<file path="src/rtl/pipe_ctrl_pkg.sv">
// pipe_ctrl_pkg: shared defaults and occupancy width helper for the pipeline load controller.
package pipe_ctrl_pkg;
    localparam int DEF_PIPELINE_STAGE = 5;
    localparam int DEF_CNT_WIDTH      = 32;

    function automatic int occ_width(input int n);
        return $clog2(n + 1);
    endfunction
endpackage

</file>
<file path="src/rtl/pipe_stage_ctrl.sv">
// pipe_stage_ctrl: valid/accept/load control for one pipeline stage.
module pipe_stage_ctrl (
    input  logic clk,
    input  logic rstn,
    input  logic flush,
    input  logic src_valid,
    input  logic down_take,
    output logic load,
    output logic valid
);
    logic drain;

    assign drain = valid && down_take;
    assign load  = src_valid && (!valid || drain) && !flush && rstn;

    always_ff @(posedge clk)
        if (!rstn || flush) valid <= 1'b0;
        else if (load)      valid <= 1'b1;
        else if (drain)     valid <= 1'b0;
endmodule

</file>
<file path="src/rtl/pipe_load_ctrl.sv">
// pipe_load_ctrl: bubble-collapsing per-stage load enables with occupancy tracking.
// Define PIPE_LOAD_CTRL_STATS_EN to build the saturating stall/transfer counters.
module pipe_load_ctrl
    import pipe_ctrl_pkg::*;
#(
    parameter int PIPELINE_STAGE = DEF_PIPELINE_STAGE,
    parameter int CNT_WIDTH      = DEF_CNT_WIDTH
) (
    input  logic                                   sys_clk,
    input  logic                                   rstn,
    input  logic                                   in_valid_i,
    output logic                                   in_ready_o,
    output logic                                   out_valid_o,
    input  logic                                   out_ready_i,
    input  logic                                   flush_i,
    output logic [PIPELINE_STAGE-1:0]              pipeLoad_en_o,
    output logic [PIPELINE_STAGE-1:0]              stage_valid_o,
    output logic [occ_width(PIPELINE_STAGE)-1:0]   occupancy_o,
    output logic [CNT_WIDTH-1:0]                   stall_cnt_o,
    output logic [CNT_WIDTH-1:0]                   xfer_cnt_o
);
    localparam int OW = occ_width(PIPELINE_STAGE);

    logic [PIPELINE_STAGE-1:0] src_valid;
    logic [PIPELINE_STAGE-1:0] down_take;
    logic                      out_hs;

    // down_take[k] is the load of stage k+1, so ready ripples back combinationally
    for (genvar k = 0; k < PIPELINE_STAGE; k++) begin : g_stage
        if (k == 0) begin : g_src_in
            assign src_valid[k] = in_valid_i;
        end else begin : g_src_prev
            assign src_valid[k] = stage_valid_o[k-1];
        end
        if (k == PIPELINE_STAGE - 1) begin : g_take_out
            assign down_take[k] = out_ready_i;
        end else begin : g_take_next
            assign down_take[k] = pipeLoad_en_o[k+1];
        end
        pipe_stage_ctrl u_stage (
            .clk       (sys_clk),
            .rstn      (rstn),
            .flush     (flush_i),
            .src_valid (src_valid[k]),
            .down_take (down_take[k]),
            .load      (pipeLoad_en_o[k]),
            .valid     (stage_valid_o[k])
        );
    end

    assign in_ready_o  = (!stage_valid_o[0] || down_take[0]) && !flush_i && rstn;
    assign out_valid_o = stage_valid_o[PIPELINE_STAGE-1];
    assign out_hs      = out_valid_o && out_ready_i;

    always_ff @(posedge sys_clk)
        if (!rstn || flush_i) occupancy_o <= '0;
        else                  occupancy_o <= occupancy_o + OW'(pipeLoad_en_o[0]) - OW'(out_hs);

`ifdef PIPE_LOAD_CTRL_STATS_EN
    always_ff @(posedge sys_clk)
        if (!rstn) begin
            stall_cnt_o <= '0;
            xfer_cnt_o  <= '0;
        end else begin
            if (out_valid_o && !out_ready_i && !(&stall_cnt_o)) stall_cnt_o <= stall_cnt_o + 1'b1;
            if (out_hs && !(&xfer_cnt_o))                       xfer_cnt_o  <= xfer_cnt_o + 1'b1;
        end
`else
    assign stall_cnt_o = '0;
    assign xfer_cnt_o  = '0;
`endif
endmodule

</file>
<file path="config.mk">
export PLATFORM = sky130hd
export DESIGN_NAME = pipe_load_ctrl
export DESIGN_NICKNAME = d
export VERILOG_FILES = /design/src/rtl/pipe_ctrl_pkg.sv /design/src/rtl/pipe_stage_ctrl.sv /design/src/rtl/pipe_load_ctrl.sv
export SDC_FILE = /design/constraint.sdc
export NUM_CORES = 1
export LEC_CHECK = 0
export BUFFER_PORTS_ARGS = -buffer_cell sky130_fd_sc_hd__buf_2
export CORE_UTILIZATION = 34
export DETAILED_ROUTE_END_ITERATION = 12
export PLACE_DENSITY_LB_ADDON = 0.12
export SYNTH_ARGS = -nofsm -noshare
export SYNTH_HDL_FRONTEND = slang
export SYNTH_HIERARCHICAL = 1
export SYNTH_SLANG_ARGS = --single-unit
</file>
<file path="constraint.sdc">
create_clock -name sys_clk -period 2.3 [get_ports sys_clk]
set_input_delay 0.23 -clock sys_clk [delete_from_list [all_inputs] [get_ports sys_clk]]
set_output_delay 0.23 -clock sys_clk [all_outputs]
set_load 0.02 [all_outputs]
</file>
==> impl_results.md, run 1 <==
* Sequential area share after synthesis at 17.1%
* HPWL after DPL at 1000 um
* Tcrit/Tclk final at 123%
* Layout cell share with drive strength beyond 1 at roughly 34%
* CTS tree: done
* Final Wtd Congestion at 0.648
* # IOs at 84
* H-Tree Depth at 1
* Area of the die at 2970 um^2
* Critical Path Most Common Cell: nor3b_4
* Die span in x at 54.5 um
* Crit path cell chain: nand2b_1 > nor3b_4 > nand2b_4 > nor3b_4 > nand2b_4 > nor3b_4 > nand2b_4 > nor3b_4 > nand2b_4 > nor3b_4 > ha_4 > inv_2 > fa_2 > xnor3_1 > nor2_1
* DRC at 0
* Fin. Hold Viols at 0
* Worst Path Max Fanout at 2
* Violated checks: setup timing
* Leading cell type in the layout, fill and taps excluded: conb_1
* Yosys Warn Count at 6
* Leak at 0.556 nW
* Post-layout util at 40.0%
* Ant diodes at 0
* Skew-Pair Late Insertion Delay at about 250 ps
* Status: finished with violations
* Placement Cell Area at 917 um^2
* Type of origin of the critical path: flop
* First-pass GRT wire length at between 1500 and 2000 um
* CTS Buffer Depth at 2
* Clock sinks at 8
* Largest net degree at the start of global routing at 6
* Number of synthesized register bits at 8
* Final setup viols at 6
* Vias in the first global route at around 420
* Final Max Slew Viols at 0
* Synthesized area at 936 um^2
* Hold_ws at 283 ps
* CTS root buffer: clkbuf_4
* Routed wire length at 1190 um
* Drt first pass iters at 4
* Power density cells at 384 nW/um^2
* Nets at 156
* Core region area at 2540 um^2
* Starting density of the core at 36.8%
* Crit. End Element: flop
* CP Data Arrival Time at 2980 ps
* CP peak stage delay at 320 ps
* Max Cap Viol at 0
* RSZ-0062 raised after global routing: true
* Area Overhead vs Synth at 8.69%
* Total grt overflow at 0
* Type of the tightest min-delay check: primary input to flop
* Worst path slowest cell: dfxtp_2
* Fmax at 0.353 GHz
* Vias per cell at 3.35
* PortBufs at 19
* Worst vdd ir at around 0.27 mV
* CP bufs+invs at 1
* Tmin final at 2830 ps
* Critical Path RT at about 2400 ps
* Setup WS post-layout at -531 ps
* Vias at between 500 and 600
* Cell total after placement at 170
* Core Rows at 18
* WL/cell at 6.77 um
* Post-Route Setup TNS at -1760 ps
* Inserted Clock Buffers at 3
* Stages on the worst setup path at 15
* Final Total Pwr at 0.390 mW
* Antenna viol nets, final at 0
* Post-synth cell types at 12
* Vert. Die Dim at around 54 um
* Syn Inst Count at 114
* Hold Crit Depth at 3
* Initial drt markers at 4
* Worst-case reg-to-reg path depth at 15
* Most frequent cells in the layout: conb_1, buf_2, buf_4
* Finished Layout Cells at around 180
* Overall Global Routing Usage at 8.02%
* Syn Area/Cell at approximately 8.2 um^2
* Initial antenna violation count at 0
* Final Skew at 1.62 ps
* Reg clk slew, reported paths at 60 ps
* CP delay by family, top: simple AND/OR/NAND/NOR gates
* Placement Setup Slack at -753 ps
* Post-route cell area at about 1000 um^2
* Crit Path Class: flop to flop
logic make-up after synthesis:
family          Yosys count  synth area share (%)
simple gates             20                  15.9
xor+xnor                  1                  2.41
buf+inv                  75                  56.2
compound gates            6                  3.21
other cells               1                 0.401
flops                     8                  17.1
fa+ha+maj                 3                  4.81
worst reg2reg max path, cell delays in order (launching register included):
cell	delay (ps)
dfxtp_2	320
nand2b_1	90
nor3b_4	200
nand2b_4	150
nor3b_4	180
nand2b_4	150
nor3b_4	180
nand2b_4	150
nor3b_4	180
nand2b_4	150
nor3b_4	230
ha_4	160
inv_2	30
fa_2	320
xnor3_1	200
nor2_1	40
power breakdown:
| group | switching, mW | internal (mW) |
|---|---|---|
| combinational | 0.116 | 0.0214 |
| sequential | 0.00238 | 0.141 |
| clock | 0.0496 | 0.0599 |
| total | 0.168 | 0.222 |
area by class of cell:
| type | instances | area, um^2 |
|---|---|---|
| Clock buffer | 3 | 22.5 |
| Fill cell | 281 | 1530 |
| Inverter | 10 | 37.5 |
| Multi-Input combinational cell | 94 | 563 |
| Sequential cell | 8 | 163 |
| Tap cell | 30 | 37.5 |
| Timing Repair Buffer | 31 | 194 |
timing repair:
action                                  CTS  global route
endpoints found under the setup margin    6             6
pin swaps                                 2             2
hold buffers                              0             0
gates cloned                              0             0
buffers inserted                          2             2
gates resized for setup                  10             3
registers in the layout (all words and copies together) (netlist names):
name	count
occupancy_o	3
g_stage.u_stage/valid	5
cells in the mapped netlist:
| library cell | n | area (um^2) |
|---|---|---|
| dfxtp_1 | 8 | 160 |
| nor2_1 | 3 | 11.3 |
| fa_1 | 1 | 20.0 |
| inv_1 | 10 | 37.5 |
| nand2b_1 | 11 | 68.8 |
| a21oi_1 | 6 | 30.0 |
| ha_1 | 2 | 25.0 |
| and2_1 | 1 | 6.26 |
| buf_4 | 65 | 488 |
| conb_1 | 1 | 3.75 |
| xnor3_1 | 1 | 22.5 |
| nor3b_2 | 5 | 62.6 |
worst paths after layout:
path	startpoint	end	slack [ps]
setup / recovery	g_stage[4].u_stage/valid	occupancy_o[2]	-530
hold / removal	in_valid_i	g_stage[0].u_stage/valid	280
setup reg to reg	g_stage[4].u_stage/valid	occupancy_o[2]	-530
hold reg to reg	g_stage[4].u_stage/valid	g_stage[4].u_stage/valid	510
layer usage:
metal | global-route usage [%] | vias up | part of all wire, %
li1 | - | 282 | -
met1 | 7.35 | 264 | 36
met2 | 15.0 | 43 | 53
met3 | 5.00 | 0 | 12
met4 | 1.28 | 0 | 0
met5 | 0 | - | 0
(Power assumes the default switching activity.)
==> run 2, diff against run 1 <==
--- a/config.mk
+++ b/config.mk
@@ -6,9 +6,10 @@
 export NUM_CORES = 1
 export LEC_CHECK = 0
 export BUFFER_PORTS_ARGS = -buffer_cell sky130_fd_sc_hd__buf_2
-export CORE_UTILIZATION = 34
+export CORE_UTILIZATION = 37
 export DETAILED_ROUTE_END_ITERATION = 12
 export PLACE_DENSITY_LB_ADDON = 0.12
+export RECOVER_POWER = 25
 export SYNTH_ARGS = -nofsm -noshare
 export SYNTH_HDL_FRONTEND = slang
 export SYNTH_HIERARCHICAL = 1
==> constraint.sdc (replaced) <==
create_clock -name sys_clk -period 2.8 [get_ports sys_clk]
set_input_delay 0.28 -clock sys_clk [delete_from_list [all_inputs] [get_ports sys_clk]]
set_output_delay 0.28 -clock sys_clk [all_outputs]
set_load 0.02 [all_outputs]
==> impl_results.md, run 2 (synthesis results as in run 1) <==
* Layout cell share with drive strength beyond 1 at 34.2% (+0.67 points)
* Fmax at 0.357 GHz (+0.99%)
* Reg-to-reg critical path endpoint: occupancy_o[2]
* Type of origin of the critical path: flop
* RSZ-0062 raised after global routing: true
* Area Overhead vs Synth at 9.09%
* CP bufs+invs at 1 (unchanged)
* Largest regs: g_stage.u_stage/valid x5, occupancy_o x3
* CP peak stage delay at 320 ps (about the same)
* WL/cell at 6.64 um (-1.9%)
* Vias in the first global route at 383 (-9.7%)
* DRC at 0 (unchanged)
* Initial drt markers at 2 (-2)
* Power density cells at 308 nW/um^2 (-20%)
* Setup WS post-layout at -3.62 ps (+528 ps)
* Skew-Pair Late Insertion Delay at 250 ps (about the same)
* Ant diodes at 0 (unchanged)
* Hold Crit Depth at 3 (unchanged)
* # IOs at 84 (unchanged)
* Placement Cell Area at 907 um^2 (-1.1%)
* Most frequent cells in the layout: conb_1, buf_2, buf_4
* Max FFs per register at 5 (unchanged)
* Die span in x at 52.3 um (-4.0%)
* Worst Path Max Fanout at 2 (unchanged)
* Hold Startpoint: in_valid_i
* Vias per cell at 3.38 (+1.1%)
* Status: finished with violations
* Largest net degree at the start of global routing at 6 (unchanged)
* Core region area at 2300 um^2 (-9.7%)
* Hold EP: g_stage[0].u_stage/valid
* Critical Path Most Common Cell: nor3b_4
* Final Max Slew Viols at 0 (unchanged)
* Crit Reg-Reg Startpoint: g_stage[4].u_stage/valid
* Overall Global Routing Usage at 7.87% (-0.15 points)
* HPWL after DPL at 979 um (-2.4%)
* Clock sinks at 8 (unchanged)
* Total grt overflow at 0 (unchanged)
* Routed wire length at 1180 um (-1.3%)
* Vert. Die Dim at 52.3 um (-4.0%)
* Tcrit/Tclk final at 100% (-23 points)
* Final Skew at 3.69 ps (+2.08 ps)
* Vias at 599 (+1.7%)
* H-Tree Depth at 1 (unchanged)
* Worst-case reg-to-reg path depth at 15 (unchanged)
* Violated checks: setup timing
* Crit. End Element: flop
* Area of the die at 2730 um^2 (-7.8%)
* Final Wtd Congestion at 0.640 (-1.2%)
* Antenna viol nets, final at 0 (unchanged)
* Worst path slowest cell: fa_2
* Max Cap Viol at 0 (unchanged)
* Fin. Hold Viols at 0 (unchanged)
* Crit path cell chain: nand2b_1 > nor3b_4 > nand2b_4 > nor3b_4 > nand2b_4 > nor3b_4 > nand2b_4 > nor3b_4 > nand2b_4 > nor3b_4 > ha_2 > inv_2 > fa_2 > xnor3_1 > nor2_1
* First-pass GRT wire length at 1500 um (-8.8%)
* Critical Path RT at 2940 ps (+500 ps)
* PortBufs at 19 (unchanged)
* Post-route cell area at 1020 um^2 (+0.37%)
* Core Rows at 17 (-1)
* R2R setup slack at -4 ps (+530 ps)
* Type of the tightest min-delay check: primary input to flop
* Post-Route Setup TNS at -4.52 ps (+1750 ps)
* CP delay by family, top: simple AND/OR/NAND/NOR gates
* Nets at 159 (+1.9%)
* # fillers at 234 (-17%)
* CTS Buffer Depth at 2 (unchanged)
* Worst vdd ir at 0.147 mV (-46%)
* CTS root buffer: clkbuf_4
* Reg clk slew, reported paths at 50 ps (about the same)
* CP Data Arrival Time at 2940 ps (-40 ps)
* Most flops, register: g_stage.u_stage/valid
* Initial antenna violation count at 0 (unchanged)
* Leading cell type in the layout, fill and taps excluded: conb_1
* Drt first pass iters at 3 (-1)
* Leak at 0.573 nW (+3.1%)
* Final setup viols at 2 (-4)
* Crit Path Class: flop to flop
* CTS tree: done
* Inserted Clock Buffers at 3 (unchanged)
* Starting density of the core at 40.7% (+4.0 points)
* Tmin final at 2800 ps (-27.8 ps)
-- run 2: cell types whose count changed in the layout (fill, tap and decap cells not counted), sizes merged --
cell | previous run | this run
buf | 31 | 34
-- run 2: stage by stage --
stage          setup WS [ps]  hold WS [ps]  util (%)  power, mW  cells
2_1_floorplan           -803           468         -      0.282    177
3_3_place_gp            -282           504      39.5      0.225    167
3_5_place_dp            -243           500      39.5      0.226    167
4_1_cts                -33.1           320      43.3      0.320    174
5_1_grt                 -211           346      44.4      0.337    177
6_report               -3.62           325      44.4      0.314    177
-- run 2: final cells by class --
cell class,instances,area [um^2],share of cell area [%]
multi-input combinational,94,553,54.2
timing repair buffer,34,210,20.6
sequential,8,163,15.9
inverter,10,37.5,3.68
tap,28,35.0,3.43
clock buffer,3,22.5,2.21
-- run 2: worst max path at each step --
stage                                   from              to  slack (ps)  cells past startpoint
global route        g_stage[4].u_stage/valid  occupancy_o[2]        -210                     15
detailed placement                   flush_i  occupancy_o[2]        -240                     16
floorplan           g_stage[4].u_stage/valid  occupancy_o[2]        -800                     15
CTS                 g_stage[4].u_stage/valid  occupancy_o[2]         -30                     15
global placement                     flush_i  occupancy_o[2]        -280                     16
finish              g_stage[4].u_stage/valid  occupancy_o[2]          -4                     15
-- run 2: layer usage --
layer / share of wire (%) / global-route usage [%] / vias to the layer above
met1: 31 / 7.13 / 265
li1: - / - / 289
met5: 0 / 0 / -
met4: 0 / 2.63 / 0
met3: 14 / 4.64 / 0
met2: 54 / 14.3 / 45
-- run 2: power breakdown --
group          switching, mW  total (mW)  internal [mW]
clock network         0.0372      0.0861         0.0489
registers            0.00194       0.118          0.116
logic                 0.0943       0.111         0.0163
-- run 2: timing repair --
item,in CTS,in global routing
endpoints found under the hold margin,0,0
buffers inserted,4,3
hold buffers,0,0
cloned,0,0
pin swaps,1,2
setup endpoints to repair,1,4
gates resized for setup,6,3
-- run 2: tightest hold or removal path, cell delays in order --
cell and delay [ps]:
buf_2 70, inv_1 60, a21oi_1 120
==> run 3, diff against run 2 <==
--- a/config.mk
+++ b/config.mk
@@ -6,7 +6,9 @@
 export NUM_CORES = 1
 export LEC_CHECK = 0
 export BUFFER_PORTS_ARGS = -buffer_cell sky130_fd_sc_hd__buf_2
-export CORE_UTILIZATION = 37
+export CELL_PAD_IN_SITES_DETAIL_PLACEMENT = 2
+export CELL_PAD_IN_SITES_GLOBAL_PLACEMENT = 2
+export CORE_UTILIZATION = 18
 export DETAILED_ROUTE_END_ITERATION = 12
 export PLACE_DENSITY_LB_ADDON = 0.12
 export RECOVER_POWER = 25
==> impl_results.md, run 3 (synthesis results as in run 1) <==
* DRC at 0 (unchanged)
* Max Cap Viol at 0 (unchanged)
* Drt first pass iters at 2 (-1)
* First-pass GRT wire length at 2280 um (+52%)
* R2R setup slack at -50 ps (-50 ps)
* Worst-case reg-to-reg path depth at 15 (unchanged)
* Most flops, register: g_stage.u_stage/valid
* Largest regs: g_stage.u_stage/valid x5, occupancy_o x3
* Crit Reg-Reg Startpoint: g_stage[4].u_stage/valid
* Type of the tightest min-delay check: primary input to flop
* Die span in x at 74.1 um (+42%)
* Type of origin of the critical path: flop
* Final Total Pwr at 0.370 mW (+18%)
* Core Rows at 25 (+8)
* Antenna viol nets, final at 0 (unchanged)
* CTS tree: done
* Skew-Pair Late Insertion Delay at 230 ps (-20 ps)
* Setup WS post-layout at -52.1 ps (-48.5 ps)
* Hold EP: g_stage[0].u_stage/valid
* Flop pwr share at 32.0% (-5.4 points)
* Cell total after placement at 204 (+22%)
* # fillers at 605 (+160%)
* Most used routing layer: met2
* Met2 usage at 11.3% (-3.0 points)
* Final setup viols at 2 (unchanged)
* Vias in the first global route at 500 (+31%)
* Vias per cell at 2.83 (-16%)
* H-Tree Depth at 1 (unchanged)
* Routed wire length at 1700 um (+45%)
* Comb power frac at 30.5% (-4.7 points)
* Fmax at 0.351 GHz (-1.7%)
* Nets at 155 (-2.5%)
* Int Power at 0.225 mW (+24%)
* Hold_buf cts at 0 (unchanged)
* Placement Setup Slack at -376 ps (-132 ps)
* Core region area at 4850 um^2 (+110%)
* Clock sinks at 8 (unchanged)
* Hold Crit Depth at 3 (unchanged)
* Starting density of the core at 19.3% (-21 points)
* Crit path cell chain: nand2b_1 > nor3b_4 > nand2b_4 > nor3b_4 > nand2b_4 > nor3b_4 > nand2b_4 > nor3b_4 > nand2b_4 > nor3b_4 > ha_2 > inv_2 > fa_2 > xnor3_1 > nor2_1
* Inserted Clock Buffers at 3 (unchanged)
* Hold Startpoint: in_valid_i
* Crit. End Element: flop
* Leak at 0.550 nW (-4.0%)
* # IOs at 84 (unchanged)
* Worst path slowest cell: fa_2
* Area of the die at 5490 um^2 (+100%)
* Tmin final at 2850 ps (+48.5 ps)
* Finished Layout Cells at 212 (+20%)
* Max FFs per register at 5 (unchanged)
* Leading cell type in the layout, fill and taps excluded: conb_1
* Final Wtd Congestion at 0.652 (+1.9%)
* Status: finished with violations
* Largest net degree at the start of global routing at 6 (unchanged)
* Initial antenna violation count at 0 (unchanged)
* Layout cell share with drive strength beyond 1 at 31.0% (-3.2 points)
* Worst vdd ir at 0.0936 mV (-36%)
* Power share of the clock group at 37.6% (+10 points)
* Power density cells at 350 nW/um^2 (+14%)
* Reg-to-reg critical path endpoint: occupancy_o[2]
* Ant diodes at 0 (unchanged)
* CTS Buffer Depth at 2 (unchanged)
* Critical Path Most Common Cell: nor3b_4
* GR Util met3 at 1.76% (-2.9 points)
* Net Sw Power at 0.145 mW (+8.5%)
* Worst Path Max Fanout at 2 (unchanged)
* Crit Path Class: flop to flop
* Post-layout util at 21.8% (-23 points)
* RSZ-0062 raised after global routing: true
* CP peak stage delay at 320 ps (about the same)
* Final Skew at 0.399 ps (-3.30 ps)
* Tcrit/Tclk final at 102% (+1.7 points)
* Critical Path RT at 2910 ps (-30 ps)
* Sw frac at 39.1% (-3.3 points)
* Violated checks: setup timing
* Global routing usage on met1 at 4.80% (-2.3 points)
* Most frequent cells in the layout: conb_1, buf_2, buf_4
* Hold_ws at 365 ps (+40.0 ps)
* CTS root buffer: clkbuf_8
* Fin. Hold Viols at 0 (unchanged)
* Final Max Slew Viols at 0 (unchanged)
* PortBufs at 19 (unchanged)
* WL/cell at 8.03 um (+21%)
* HPWL after DPL at 1510 um (+54%)
* CP Data Arrival Time at 2970 ps (+30 ps)
* Initial drt markers at 7 (+5)
* Area Overhead vs Synth at 12.8%
* Vert. Die Dim at 74.1 um (+42%)
* Total grt overflow at 0 (unchanged)
* Overall Global Routing Usage at 5.63% (-2.2 points)
* Reg clk slew, reported paths at 40 ps (about the same)
* Vias at 600 (+0.17%)
==> run 3: changes by cell type in the layout (fill, tap and decap cells not counted), sizes merged <==
| cell | before | now |
|---|---|---|
| buf | 34 | 28 |
| clkbuf | 3 | 5 |
==> run 3: repair_timing <==
| action | CTS | global route |
|---|---|---|
| pin swaps | 1 | 1 |
| setup endpoints to repair | 2 | 4 |
| resized for setup | 8 | 1 |
| setup buffers | 4 | 1 |
==> run 3: how the worst max path moves through the flow <==
stage | start | end | slack (ps) | depth (start not counted)
final | g_stage[4].u_stage/valid | occupancy_o[2] | -50 | 15
after global routing | g_stage[4].u_stage/valid | occupancy_o[2] | -260 | 15
after CTS | g_stage[4].u_stage/valid | occupancy_o[2] | -90 | 15
after detailed placement | flush_i | occupancy_o[2] | -380 | 16
after global placement | flush_i | occupancy_o[2] | -300 | 16
after floorplan | g_stage[4].u_stage/valid | occupancy_o[2] | -800 | 15
==> run 3: power by group through the flow <==
stage	Sequential [mW]	Clock [mW]	Combinational [mW]
3_3_place_gp	0.120	0	0.107
2_1_floorplan	0.122	0	0.160
3_5_place_dp	0.120	0	0.107
6_report	0.118	0.139	0.113
4_1_cts	0.118	0.148	0.110
5_1_grt	0.118	0.152	0.121
==> run 3: metrics by stage <==
stage	TNS (ps)	area, um^2
5_1_grt	-570	1060
3_5_place_dp	-656	941
6_report	-88.6	1060
3_3_place_gp	-527	941
2_1_floorplan	-2120	1200
4_1_cts	-155	1050
==> run 3: worst max-delay path: cells and delay by family (launching register included) <==
family | cells | cell delay [ps]
AND/OR/NAND/NOR | 11 | 1650
adder cells (fa/ha/maj) | 2 | 520
flip-flops | 1 | 310
XOR/XNOR | 1 | 200
buffers and inverters | 1 | 40
==> run 3: layout make-up <==
class	instances	area [um^2]	share of cell area [%]
tap	67	83.8	7.94
inverter	10	37.5	3.55
clock buffer	3	41.3	3.91
timing repair buffer	30	178	16.8
multi-input combinational	94	553	52.4
sequential	8	163	15.4
==> run 3: routing by layer <==
metal / up-vias / wire length, um
li1: 281 / -
met1: 273 / 510
met2: 42 / 989
met3: 4 / 181
met4: 0 / 22
met5: - / 0
